### config.mk
export PLATFORM = sky130hd
export DESIGN_NAME = ppi_sequencer
export DESIGN_NICKNAME = d
export VERILOG_FILES = /design/src/rtl/ppi_sequencer.sv
export SDC_FILE = /design/constraint.sdc
export NUM_CORES = 1
export LEC_CHECK = 0
export ABC_AREA = 1
export BUFFER_PORTS_ARGS = -buffer_cell sky130_fd_sc_hd__buf_2
export CAP_MARGIN = 40
export CORE_MARGIN = 2
export CORE_UTILIZATION = 59
export DETAILED_ROUTE_END_ITERATION = 6
export GPL_ROUTABILITY_DRIVEN = 0
export HOLD_SLACK_MARGIN = 0.15
export PLACE_DENSITY = 0.82
export SLEW_MARGIN = 30
export SYNTH_ARGS = -nofsm -noshare
export SYNTH_HDL_FRONTEND = slang
export SYNTH_SLANG_ARGS = --single-unit
### constraint.sdc
create_clock -name CLK25M -period 4.05 [get_ports CLK25M]
set_input_delay 0.405 -clock CLK25M [delete_from_list [all_inputs] [get_ports CLK25M]]
set_output_delay 0.405 -clock CLK25M [all_outputs]
set_load 0.005 [all_outputs]
### src/rtl/ppi_sequencer.sv
// PPI frame sequencer: waits out the ADC pipeline, frames FRAME_LEN samples, then holds a GAP before the next frame.
// Outputs are registered and respond one cycle after the sampled input; there is no backpressure, and sample_tick pulses are consumed or dropped.
module ppi_sequencer #(
  parameter int FRAME_LEN  = 2560,
  parameter int PIPE_DELAY = 4,
  parameter int GAP_CYCLES = 7
) (
  input  logic        CLK25M,
  input  logic        RST,
  input  logic        PPI_Enable,
  input  logic        sample_tick,
  output logic        framesync,
  output logic        start_PPI,
  output logic [11:0] sample_idx,
  output logic [2:0]  seq_tag,
  output logic        node_mark,
  output logic        frame_done,
  output logic [7:0]  frame_cnt,
  output logic        stop_pending,
  output logic        LED7
);

  localparam logic [11:0] IDX_LAST = 12'(FRAME_LEN - 1);
  localparam logic [3:0]  DLY_LAST = 4'(PIPE_DELAY - 1);
  localparam logic [5:0]  GAP_LAST = 6'(GAP_CYCLES - 1);

  typedef enum logic [1:0] {IDLE, PIPE_WAIT, ACTIVE, GAP} state_t;

  state_t      state;
  logic [3:0]  dly_cnt;
  logic [5:0]  gap_cnt;
  logic        entry_cyc;

  always_ff @(posedge CLK25M) begin
    if (RST) begin
      state        <= IDLE;
      dly_cnt      <= 4'd0;
      gap_cnt      <= 6'd0;
      entry_cyc    <= 1'b0;
      framesync    <= 1'b0;
      start_PPI    <= 1'b0;
      sample_idx   <= 12'd0;
      frame_done   <= 1'b0;
      frame_cnt    <= 8'd0;
      stop_pending <= 1'b0;
    end else begin
      frame_done <= 1'b0;
      entry_cyc  <= 1'b0;
      case (state)
        IDLE: begin
          if (PPI_Enable) begin
            state   <= PIPE_WAIT;
            dly_cnt <= 4'd0;
          end
        end
        PIPE_WAIT: begin
          // A dropped enable wins over a coincident final pipeline tick.
          if (!PPI_Enable) begin
            state <= IDLE;
          end else if (sample_tick) begin
            if (dly_cnt == DLY_LAST) begin
              state      <= ACTIVE;
              framesync  <= 1'b1;
              start_PPI  <= 1'b1;
              sample_idx <= 12'd0;
              entry_cyc  <= 1'b1;
            end else begin
              dly_cnt <= dly_cnt + 4'd1;
            end
          end
        end
        ACTIVE: begin
          if (!PPI_Enable) stop_pending <= 1'b1;
          // The tick landing on the entry cycle belongs to no sample slot.
          if (sample_tick && !entry_cyc) begin
            if (sample_idx == IDX_LAST) begin
              state      <= GAP;
              gap_cnt    <= 6'd0;
              framesync  <= 1'b0;
              sample_idx <= 12'd0;
              frame_done <= 1'b1;
              frame_cnt  <= frame_cnt + 8'd1;
            end else begin
              sample_idx <= sample_idx + 12'd1;
            end
          end
        end
        GAP: begin
          if (gap_cnt == GAP_LAST) begin
            if (PPI_Enable && !stop_pending) begin
              state      <= ACTIVE;
              framesync  <= 1'b1;
              sample_idx <= 12'd0;
              entry_cyc  <= 1'b1;
            end else begin
              state        <= IDLE;
              start_PPI    <= 1'b0;
              stop_pending <= 1'b0;
            end
          end else begin
            gap_cnt <= gap_cnt + 6'd1;
          end
        end
        default: state <= IDLE;
      endcase
    end
  end

  assign seq_tag   = sample_idx[2:0];
  assign node_mark = framesync & (sample_idx[7:0] == 8'd0);
  assign LED7      = start_PPI;

endmodule
# Word-level counts from Yosys, hierarchy flattened
# Cells that the tools add are included.
[word_totals]
out_inout_bits = 29
ff_bits = 37
wordCells = 102
in_bits = 4
[classes]
bitwise = 3
add_sub_neg = 4
n_reduce_logical = 19
muxes = 46
n_eq_ne = 20
[op_table]
columns = ["cell", "n"]
rows = [
  ["2-to-1 mux 12 bit", 7],
  ["case mux 12 bit (3 select lines)", 1],
  ["inequality test 2 bit, second input constant", 12],
  ["2-to-1 mux 6 bit", 3],
  ["2-to-1 mux 1 bit", 16],
  ["2-to-1 mux 2 bit", 8],
  ["2-to-1 mux 4 bit", 4],
  ["adder 12 x 1 -> 12 bit, second input constant", 1],
  ["equality test 12 bit, second input constant", 1],
  ["case mux 6 bit (2 select lines)", 1],
  ["AND reduction 6 bit", 2],
  ["adder 8 x 1 -> 8 bit, second input constant", 1],
  ["zero test 8 bit", 1],
  ["case mux 2 bit (4 select lines)", 1],
  ["case mux 4 bit (2 select lines)", 1],
  ["AND reduction 4 bit", 2],
  ["AND reduction 8 bit", 1],
  ["AND reduction 7 bit", 1],
  ["adder 6 x 1 -> 6 bit, second input constant", 1],
  ["equality test 6 x 3 -> 1 bit, second input constant", 1],
  ["inequality test 3 bit, second input constant", 2],
  ["case mux 1 bit (2 select lines)", 3],
  ["nonzero test 2 bit", 3],
  ["AND reduction 5 bit", 1],
  ["13 further kinds", 17],
]

# Logic depth before layout (Yosys ltp)
[logic_depth]
ltp_word = 5
depth_mapped = 11
depth_no_buf = 10

# Worst setup path after synthesis
# Ideal clock, no wire load.
[synth_timing]
path_kind = "register to register"
startpoint = "register sample_idx[1]"
endpoint = "register gap_cnt[5]"
path_stages_with_launch = 9
setup_ns = 0.128
synth_period_minus_slack_ns = 1.566
path_slack_ns = 2.484
t_required_ns = 3.922
n_path_buf = 0
arrival_ns = 1.438
cell_sequence = "dfxtp_1 ha_1 nand2_1 nor2_1 nand3_1 nand2_2 nand3_2 a21oi_1 nor2_1"
[synth_via]
elab_chain_cells = 3
[synth_rtl]
columns = ["item", "line_no", "text"]
rows = [
  ["from (decl)", "14", "output logic [11:0] sample_idx,"],
  ["from (signal assigned)", "84", "sample_idx <= sample_idx + 12'd1;"],
  ["equality test 12 bit", "76", "if (sample_idx == IDX_LAST) begin"],
  ["inequality test 2 bit (no line)", "--", ""],
  ["AND reduction 4 bit (no line)", "--", ""],
  ["to (signal assigned)", "101", "gap_cnt <= gap_cnt + 6'd1;"],
  ["to (decl)", "31", "logic [5:0] gap_cnt;"],
]
# Every way passes these cells.
# A chain may end at the register's enable or synchronous reset.

# Worst setup path after layout
# Ends and elaborated chain as after synthesis.

==> results.sh <==
export IMPL_viasPerCell=5.27
export IMPL_yosysSeqAreaShare=0.331
export IMPL_place_hpwl_um=3570
export IMPL_grt_pass1_vias=1963
export IMPL_grt_total_usage=0.243
export IMPL_ctsHoldBuffers=0
export IMPL_cpMaxStageDelayCell="dfxtp_1"
export IMPL_hold_viol_final=0
export IMPL_wl_per_cell_um=11.3
export IMPL_fin_skew_ns=0.00851
export IMPL_drv_slew=0
export IMPL_clk_latency_ns=0.29
export IMPL_r2r_slack_ns=2.27
export IMPL_syn_num_nets=360
export IMPL_met1_usage=0.307
export IMPL_holdPathEnd="dly_cnt[2]"
export IMPL_port_buffers=32
export IMPL_drc=0
export IMPL_leakagePower_nw=1.09
export IMPL_cts_clk_slew_worst_paths_ns=0.07
export IMPL_antenna_found_initial=0
export IMPL_area_growth_pct=10.4
export IMPL_min_path_type="in2reg"
export IMPL_ys_ff_latch=37
export IMPL_max_freq_mhz=562
export IMPL_synth_warning_count=0
export IMPL_die_area_um2=4300
export IMPL_grt_use_met2=0.409
export IMPL_end_kind="flip-flop"
export IMPL_ys_types=29
export IMPL_crit_top_cell="nor2_1"
export IMPL_cts_resized=0
export IMPL_register_area_um2=741
export IMPL_final_setup_worst_slack_ns=2.27
export IMPL_place_area_um2=2380
export IMPL_multi_input_area_um2=1250
export IMPL_wirelength_um=4830
export IMPL_max_stage_delay_ns=0.41
export IMPL_grt_max_degree=24
export IMPL_rsz0062_at_grt="no"
export IMPL_use_met3=0.0360
export IMPL_nets=388
export IMPL_avgSynthCellArea_um2=6.38
export IMPL_h_tree_depth=2
export IMPL_start_util=0.610
export IMPL_timing_final_crit_share=0.440
export IMPL_worstPathArrival_ns=1.94
export IMPL_cts_buffer_depth=2
export IMPL_cts_made_buffers=5
export IMPL_finalCriticalPeriod_ns=1.78
export IMPL_cp_start_kind="flip-flop"
export IMPL_status="finished, final reports clean"
export IMPL_critPathMaxFanout=8
export IMPL_n_fill_cell=331
export IMPL_drt_iter0_drc=186
export IMPL_required_ns=4.21
export IMPL_num_antenna_cells=0
export IMPL_final_cell_area_um2=2470
export IMPL_drv_cap=0
export IMPL_r2r_end="gap_cnt[5]"
export IMPL_setup_viol=0
export IMPL_post_place_ws_ns=2.28
export IMPL_syn_area_um2=2230
export IMPL_drive_gt1_frac=0.161
export IMPL_worstMarginPinSlew_ns=0.488
export IMPL_reg2regPathDepth=8
export IMPL_power_density_nw_per_um2=467
export IMPL_grt_pass1_wl_um=8210
export IMPL_r2r_start="sample_idx[1]"
export IMPL_tns_ns=0
export IMPL_die_x_um=65.5
export IMPL_cts_tree="built"
export IMPL_ir_worst_vdd_mv=0.247
export IMPL_crit_type="reg2reg"
export IMPL_overflow=0
export IMPL_rows=22
export IMPL_netlist_instances=350
export IMPL_antenna_left=0
export IMPL_hold_depth=4
export IMPL_worstHoldStart="PPI_Enable"
export IMPL_num_vias=2245
export IMPL_io_pins=33
export IMPL_die_h_um=65.5
export IMPL_slew_headroom=0.674
export IMPL_drt_pass1_iter_count=4
export IMPL_core_area_um2=3660
export IMPL_post_cts_setup_buffers=0
export IMPL_clock_sinks=37
export IMPL_busiest_layer="met2"
export IMPL_cts_root_buf="clkbuf_8"
export IMPL_crit_chain="ha_1, nand2_1, nor2_1, nand3_1, nand2_2, nand3_2, a21oi_1, nor2_1"
[worst max path at each step]
stage,to,cells after the start,slack (ns),startpoint
after CTS,gap_cnt[5],8,2.27,sample_idx[1]
after floorplan,gap_cnt[5],8,2.48,sample_idx[1]
final,gap_cnt[5],8,2.27,sample_idx[1]
after global routing,gap_cnt[5],8,2.00,sample_idx[0]
after detailed placement,gap_cnt[5],8,2.28,sample_idx[1]
after global placement,gap_cnt[5],8,2.31,sample_idx[1]
[state kept, by name, summed over array words and instances, names as in the netlist]
name,flops
frame_cnt,8
framesync,1
stop_pending,1
sample_idx,12
state,2
LED7,1
dly_cnt,4
frame_done,1
entry_cyc,1
gap_cnt,6
[per-stage QoR]
step	instances	total power, mW	util	hold slack (ns)
3_5_place_dp	419	0.890	0.650	0.476
6_report	426	1.15	0.674	0.488
4_1_cts	426	1.15	0.674	0.473
3_3_place_gp	419	0.888	0.650	0.467
5_1_grt	426	1.23	0.674	0.509
2_1_floorplan	350	0.830	-	0.448
[report_power, final]
group,leakage [nW],switching [mW],internal [mW]
logic,0.747,0.307,0.140
registers,0.299,0.0441,0.399
clock network,0.0443,0.126,0.135
total,1.09,0.477,0.674
[kinds of logic after synthesis]
logic type | share of synthesized area
AO/OA/AOI/OAI | 0.108
XOR/XNOR | 0.0157
adder cells (fa/ha/maj) | 0.0336
buffers and inverters | 0.107
flip-flops | 0.331
AND/OR/NAND/NOR | 0.404
[critical path: cells and delay by family (launching register included)]
kind            cells  cell delay, ns
compound gates      1            0.16
simple gates        6            0.88
fa+ha+maj           1            0.22
flops               1            0.41
[layout make-up]
type | instances | area share
Clock buffer | 7 | 0.0350
Inverter | 44 | 0.0670
Multi-Input combinational cell | 258 | 0.508
Sequential cell | 37 | 0.300
Tap cell | 48 | 0.0244
Timing Repair Buffer | 32 | 0.0649
[cells in the final DEF, fill, tap and decap left out, drive strengths merged]
| cell | Yosys | layout |
|---|---|---|
| a211oi | 1 | 1 |
| a21oi | 29 | 29 |
| buf | 8 | 32 |
| clkbuf | 3 | 7 |
| clkinv | 1 | 1 |
| dfxtp | 37 | 37 |
| ha | 6 | 6 |
| inv | 43 | 43 |
| nand2 | 97 | 97 |
| nand3 | 35 | 35 |
| nand4 | 10 | 10 |
| nor2 | 55 | 55 |
| nor3 | 3 | 3 |
| nor3b | 1 | 1 |
| nor4 | 1 | 1 |
| o21a | 1 | 1 |
| o21ai | 12 | 12 |
| o21bai | 2 | 2 |
| or2 | 1 | 1 |
| xnor2 | 2 | 2 |
| xor2 | 2 | 2 |
[Yosys cell counts]
cell type  number  area [um^2]
a211oi_2        1         12.5
a21oi_1        29          145
buf_4           7         52.6
buf_6           1         11.3
clkbuf_1        3         11.3
clkinv_1        1         3.75
dfxtp_1        37          741
ha_1            6         75.1
inv_1          37          139
inv_2           6         22.5
nand2_1        89          334
nand2_2         8         50.1
nand3_1        32          160
nand3_2         3         30.0
nand4_1        10         62.6
nor2_1         51          191
nor2_2          2         12.5
nor2_4          2         22.5
nor3_1          2         10.0
nor3_2          1         10.0
nor3b_1         1         7.51
nor4_1          1         6.26
o21a_1          1         7.51
o21ai_0        10         50.1
o21ai_1         2         10.0
o21bai_1        2         15.0
or2_0           1         6.26
xnor2_1         2         17.5
xor2_1          2         17.5
[per-layer routing]
layer | part of all wire | vias up
met5 | 0 | -
met4 | 0.015 | 0
met3 | 0.057 | 8
met2 | 0.46 | 62
met1 | 0.46 | 998
li1 | - | 1177
Power figures use the tool's default switching activity.
